### config.mk
export PLATFORM = sky130hd
export DESIGN_NAME = program_counter
export DESIGN_NICKNAME = d
export VERILOG_FILES = /design/src/rtl/program_counter_pkg.sv /design/src/rtl/return_stack.sv /design/src/rtl/program_counter.sv
export SDC_FILE = /design/constraint.sdc
export NUM_CORES = 1
export LEC_CHECK = 0
export ABC_AREA = 1
export BUFFER_PORTS_ARGS = -buffer_cell sky130_fd_sc_hd__buf_2
export CORE_MARGIN = 1.5
export CORE_UTILIZATION = 26
export CTS_CLUSTER_SIZE = 24
export DETAILED_ROUTE_END_ITERATION = 6
export GPL_ROUTABILITY_DRIVEN = 0
export GPL_TIMING_DRIVEN = 0
export SYNTH_ARGS = -nofsm -noshare
export SYNTH_HDL_FRONTEND = slang
export SYNTH_SLANG_ARGS = --single-unit
### constraint.sdc
create_clock -name clk -period 3.1 [get_ports clk]
set_input_delay 0.93 -clock clk [delete_from_list [all_inputs] [get_ports clk]]
set_output_delay 0.93 -clock clk [all_outputs]
set_load 0.05 [all_outputs]
### src/rtl/program_counter_pkg.sv
// rtl/program_counter_pkg.sv - shared widths and PC micro-op encodings
package program_counter_pkg;

  localparam int PC_SIZE                   = 8;
  localparam int INSTRUCTION_MEMORY_SIZE   = 256;
  localparam int PC_MICRO_INSTRUCTION_SIZE = 3;

  typedef enum logic [PC_MICRO_INSTRUCTION_SIZE-1:0] {
    PC_NOP  = 3'b000,
    PC_INC  = 3'b001,
    PC_JMP  = 3'b010,
    PC_JZ   = 3'b011,
    PC_JC   = 3'b100,
    PC_CALL = 3'b101,
    PC_RET  = 3'b110,
    PC_CLR  = 3'b111
  } pc_op_e;

endpackage

### src/rtl/return_stack.sv
// rtl/return_stack.sv - parameterised return-address LIFO with top-of-stack output
module return_stack #(
  parameter int DEPTH = 4,
  parameter int WIDTH = 8
) (
  input  logic             clk,
  input  logic             rst_n,
  input  logic             clr_i,
  input  logic             push_i,
  input  logic             pop_i,
  input  logic [WIDTH-1:0] data_i,
  output logic [WIDTH-1:0] top_o,
  output logic             full_o,
  output logic             empty_o
);

  localparam int AW  = $clog2(DEPTH);
  localparam int SPW = AW + 1;

  logic [SPW-1:0]   sp_q, sp_d;
  logic [SPW-1:0]   sp_m1;
  logic [WIDTH-1:0] mem_q [DEPTH];

  assign full_o  = (sp_q == SPW'(DEPTH));
  assign empty_o = (sp_q == '0);
  assign sp_m1   = sp_q - SPW'(1);
  assign top_o   = mem_q[sp_m1[AW-1:0]];

  always_comb begin
    sp_d = sp_q;
    if (clr_i)                  sp_d = '0;
    else if (push_i && !full_o) sp_d = sp_q + SPW'(1);
    else if (pop_i && !empty_o) sp_d = sp_m1;
  end

  always_ff @(posedge clk or negedge rst_n) begin
    if (!rst_n) sp_q <= '0;
    else        sp_q <= sp_d;
  end

  // Contents are don't-care after reset; only the pointer is cleared.
  always_ff @(posedge clk) begin
    if (push_i && !full_o && !clr_i) mem_q[sp_q[AW-1:0]] <= data_i;
  end

endmodule

### src/rtl/program_counter.sv
// rtl/program_counter.sv - fetch PC with call/return stack; PC_HALT_ON_END_EN enables halt at end of memory
module program_counter
  import program_counter_pkg::*;
#(
  parameter int STACK_DEPTH = 4,
  parameter int MEM_DEPTH   = INSTRUCTION_MEMORY_SIZE
) (
  input  logic                                 clk,
  input  logic                                 rst_n,
  input  logic [PC_MICRO_INSTRUCTION_SIZE-1:0] pc_instruction,
  input  logic [PC_SIZE-1:0]                   target,
  input  logic                                 zero_flag,
  input  logic                                 carry_flag,
  output logic [PC_SIZE-1:0]                   pc,
  output logic                                 stack_err,
  output logic                                 halted
);

`ifdef PC_HALT_ON_END_EN
  localparam bit HALT_EN = 1'b1;
`else
  localparam bit HALT_EN = 1'b0;
`endif
  localparam logic [PC_SIZE-1:0] END_ADDR = PC_SIZE'(MEM_DEPTH - 1);

  logic [PC_SIZE-1:0] pc_q, pc_d, pc_inc, rs_top;
  logic               err_q, err_d, halt_q, halt_d;
  logic               rs_push, rs_pop, rs_clr, rs_full, rs_empty;
  logic               adv, at_end;
  pc_op_e             op;

  assign op        = pc_op_e'(pc_instruction);
  assign pc_inc    = pc_q + PC_SIZE'(1);
  assign at_end    = HALT_EN && (pc_q == END_ADDR);
  assign pc        = pc_q;
  assign stack_err = err_q;
  assign halted    = HALT_EN ? halt_q : 1'b0;

  return_stack #(.DEPTH(STACK_DEPTH), .WIDTH(PC_SIZE)) u_return_stack (
    .clk     (clk),
    .rst_n   (rst_n),
    .clr_i   (rs_clr),
    .push_i  (rs_push),
    .pop_i   (rs_pop),
    .data_i  (pc_inc),
    .top_o   (rs_top),
    .full_o  (rs_full),
    .empty_o (rs_empty)
  );

  always_comb begin
    pc_d    = pc_q;
    err_d   = err_q;
    halt_d  = halt_q;
    rs_push = 1'b0;
    rs_pop  = 1'b0;
    rs_clr  = 1'b0;
    adv     = 1'b0;
    // A halted PC only listens for PC_CLR.
    if (!halt_q || op == PC_CLR) begin
      case (op)
        PC_NOP: ;
        PC_INC: adv = 1'b1;
        PC_JMP: pc_d = target;
        PC_JZ:  if (zero_flag)  pc_d = target; else adv = 1'b1;
        PC_JC:  if (carry_flag) pc_d = target; else adv = 1'b1;
        PC_CALL: begin
          if (!rs_full) begin
            rs_push = 1'b1;
            pc_d    = target;
          end else begin
            err_d = 1'b1;
          end
        end
        PC_RET: begin
          if (!rs_empty) begin
            rs_pop = 1'b1;
            pc_d   = rs_top;
          end else begin
            err_d = 1'b1;
          end
        end
        PC_CLR: begin
          pc_d   = '0;
          err_d  = 1'b0;
          halt_d = 1'b0;
          rs_clr = 1'b1;
        end
        default: ;
      endcase
      if (adv) begin
        if (at_end) halt_d = 1'b1;
        else        pc_d   = pc_inc;
      end
    end
  end

  always_ff @(posedge clk or negedge rst_n) begin
    if (!rst_n) begin
      pc_q   <= '0;
      err_q  <= 1'b0;
      halt_q <= 1'b0;
    end else begin
      pc_q   <= pc_d;
      err_q  <= err_d;
      halt_q <= halt_d;
    end
  end

endmodule

==> flow_metrics.py <==
metrics = {
    "global_routing": {
        "initial_antenna_violation_count": 0,
        "grt_usage_pct": 10.9,
        "grt-busiest-layer": "met2",
        "grt_first_pass_wirelength_um": 8170,
        "grt_start_max_net_pins": 16,
        "gr-usage-met2_pct": 20.8,
        "globalRouteMet3Util_pct": 1.15,
        "groute.layer.met1.usage_pct": 12.3,
        "grt.overflow.total": 0,
        "via_count_of_the_first_global_routing_pass": 1739,
    },
    "floorplan": {
        "chip_width_um": 97.2,
        "die_area_mm2": 0.00945,
        "core-area_mm2": 0.00868,
        "die-height_um": 97.2,
        "io_pins": 25,
        "row_count": 34,
        "initial_utilization_pct": 26.6,
    },
    "route": {
        "first_iter_violations": 33,
        "routed_via_density": 4.32,
        "drc": 0,
        "antenna_violating_nets_post_route": 0,
        "dr.pass1.iters": 4,
        "wirelength_um": 4860,
        "num_vias": 1709,
        "drt-wirelength-per-cell_um": 12.3,
    },
    "sta": {
        "setup-tns-final_ns": 0,
        "worst_slew_margin_rel_pct": 40.6,
        "hold_viol": 0,
        "setup_viol": 0,
        "max_slew_violation_total_from_the_final_report": 0,
        "worst_clock_skew_ns": 0.00737,
        "max_slew.worst_pin.slew_ns": 0.887,
        "whs_ns": 0.510,
        "period_utilization_pct": 86.8,
        "fmax_mhz": 371,
        "rsz0062_at_grt": "no",
        "finalWorstPathRequiredPeriod_ns": 2.69,
    },
    "clock_tree": {
        "postCtsHoldBufs": 0,
        "clock_sink_count": 44,
        "number_of_buffers_between_clock_root_and_the_deepest_sink": 2,
        "cts_made_buffers": 5,
        "clockRootBuffer": "sky130_fd_sc_hd__clkbuf_8",
        "cts_setup_buffers": 0,
        "later_pin_clock_latency_in_the_skew_report_ns": 0.29,
        "htree_num_levels": 2,
        "cts_tree": "yes",
        "cts_resized": 0,
        "clk_pin_slew_ns": 0.09,
    },
    "yosys": {
        "synth-warning-count": 0,
        "synth.yosys.seq_area_share_pct": 54.7,
        "yosys.area.top_type_share_pct": 41.6,
        "synthCells": 257,
        "ys_ff_latch": 44,
        "synthTopCellsByArea": "sky130_fd_sc_hd__edfxtp_1, sky130_fd_sc_hd__nand2_1, sky130_fd_sc_hd__dfrtp_1",
        "postSynth.asyncResetShare_pct": 27.3,
        "netlist-cell-type-count": 28,
        "synth.cell_area_mm2": 0.00231,
        "netlist_top_cells_count": "sky130_fd_sc_hd__nand2_1, sky130_fd_sc_hd__edfxtp_1, sky130_fd_sc_hd__nand3_1",
        "ys.flop_type": "sky130_fd_sc_hd__edfxtp_1",
        "synth_enable_flop_cells": 32,
        "synthMostInstantiatedCell": "sky130_fd_sc_hd__nand2_1",
        "leading_area_contributor_after_synthesis": "sky130_fd_sc_hd__edfxtp_1",
        "syn_area_per_cell_um2": 8.98,
        "mappedNetlistNets": 279,
    },
    "setup_path": {
        "critical_path.endpoint_type": "flop",
        "crit_path_required_time_ns": 3.02,
        "timing_worst_setup_path_type": "flop to flop",
        "cp_max_fo": 11,
        "timing.critical_path.from_type": "flop",
        "ff2ff_setup_slack_ns": 0.41,
        "timing.critical_path.arrival_ns": 2.61,
    },
    "power_and_ir_drop": {
        "power_frac_comb_pct": 40.9,
        "ir_drop_mv": 0.470,
        "power.net_switching_uw": 868,
        "p_leak_nw": 1.21,
        "pwr-share-seq_pct": 38.3,
        "p_int_mw": 1.26,
        "power_density_mw_per_mm2": 797,
        "netSwitchingFraction_pct": 40.7,
        "power.share.clock_pct": 20.8,
    },
    "final_layout": {
        "share_of_layout_cells_above_drive_strength_1_pct": 18.1,
        "number_of_inserted_diodes": 0,
        "layout-area-overhead-vs-synth_pct": 15.9,
        "total_number_of_nets_in_the_final_design": 309,
        "finish.cell_count_without_fillers": 396,
    },
    "min_path": {
        "hp-class": "input pin to asynchronous set/reset pin",
    },
    "placement": {
        "place.port_buffers": 23,
        "hpwlAfterDp_um": 3640,
        "dpl.cell_count": 388,
    },
    "outcome": {
        "outcome": "completed",
    },
    "run": {
        "cap_viol_max_count": 0,
    },
}
## layout make-up
type                    instances  area [µm²]
plain buffers                   5        33.8
clock buffers                   5        68.8
clock inverters                 3        47.5
fillers                       951        6000
inverters                      26        97.6
multi-input cells             182         915
flip-flops and latches         44        1260
well taps                     108         135
repair buffers                 23         115
## per-stage QoR
step	total power, mW	cell area, µm²	worst slack, ns	utilization, %
2_1_floorplan	1.48	2310	0.935	-
3_3_place_gp	1.69	2560	0.415	29.5
3_5_place_dp	1.71	2560	0.397	29.5
4_1_cts	2.16	2670	0.375	30.8
5_1_grt	2.28	2670	0.259	30.8
6_report	2.13	2670	0.408	30.8
## cell families (layout without fill, tap and decap cells)
family	after synthesis	count (layout)	share of synthesized area [%]
and+or+nand+nor	158	158	31.2
DFF	44	44	54.7
buffers and inverters	31	62	5.69
AOI/OAI and AO/OA	12	12	2.93
adders and majority gates	7	7	3.80
xor gates and xnor gates	4	4	1.52
other	1	1	0.163
## final timing paths
path,startpoint,end,depth (start not counted)
min in group clk,stack_err$_DFFE_PN0P_,stack_err$_DFFE_PN0P_,2
max in group asynchronous,rst_n,pc[3]$_DFFE_PN0P_,1
min reg2reg,stack_err$_DFFE_PN0P_,stack_err$_DFFE_PN0P_,2
max,u_return_stack.sp_q[0]$_DFFE_PN0P_,u_return_stack.mem_q[2][3]$_DFFE_PP_,8
min,rst_n,u_return_stack.sp_q[2]$_DFFE_PN0P_,1
max reg2reg,u_return_stack.sp_q[0]$_DFFE_PN0P_,u_return_stack.mem_q[2][3]$_DFFE_PP_,8
## routing by layer
layer / up-vias / routed length (µm)
li1: 890 / -
met1: 790 / 2200
met2: 22 / 2480
met3: 7 / 109
met4: 0 / 75
met5: - / 0
## worst max-delay path: stages (launching register included)
cell                      delay (ns)
sky130_fd_sc_hd__dfrtp_1        0.38
sky130_fd_sc_hd__buf_2          0.22
sky130_fd_sc_hd__inv_2          0.13
sky130_fd_sc_hd__buf_6          0.17
sky130_fd_sc_hd__ha_1           0.24
sky130_fd_sc_hd__ha_1           0.22
sky130_fd_sc_hd__nor2_2         0.18
sky130_fd_sc_hd__inv_2          0.10
sky130_fd_sc_hd__nor2_1         0.68
## flip-flops by register name (all words and copies together) (netlist names)
| register | count |
|---|---|
| pc | 8 |
| stack_err | 1 |
| u_return_stack.mem_q | 32 |
| u_return_stack.sp_q | 3 |
## cells in the final DEF (no fill, tap or decap), drive strengths merged, types with 2 or more instances in the layout
cell type / n
inv: 25
nand2: 101
clkbuf: 5
ha: 7
edfxtp: 32
buf: 28
and2: 3
a21oi: 3
clkinv: 3
xor2: 3
nand4: 2
o21ai: 6
dfrtp: 12
nor2: 19
nand3: 32
o21bai: 2
## power by group through the flow
stage,sequential [mW],clock [mW],combinational [mW]
floorplan,0.937,0,0.540
global placement,0.828,0,0.858
detailed placement,0.833,0,0.877
CTS,0.818,0.457,0.883
global route,0.827,0.476,0.974
finish,0.817,0.443,0.871
(Power assumes the default switching activity.)
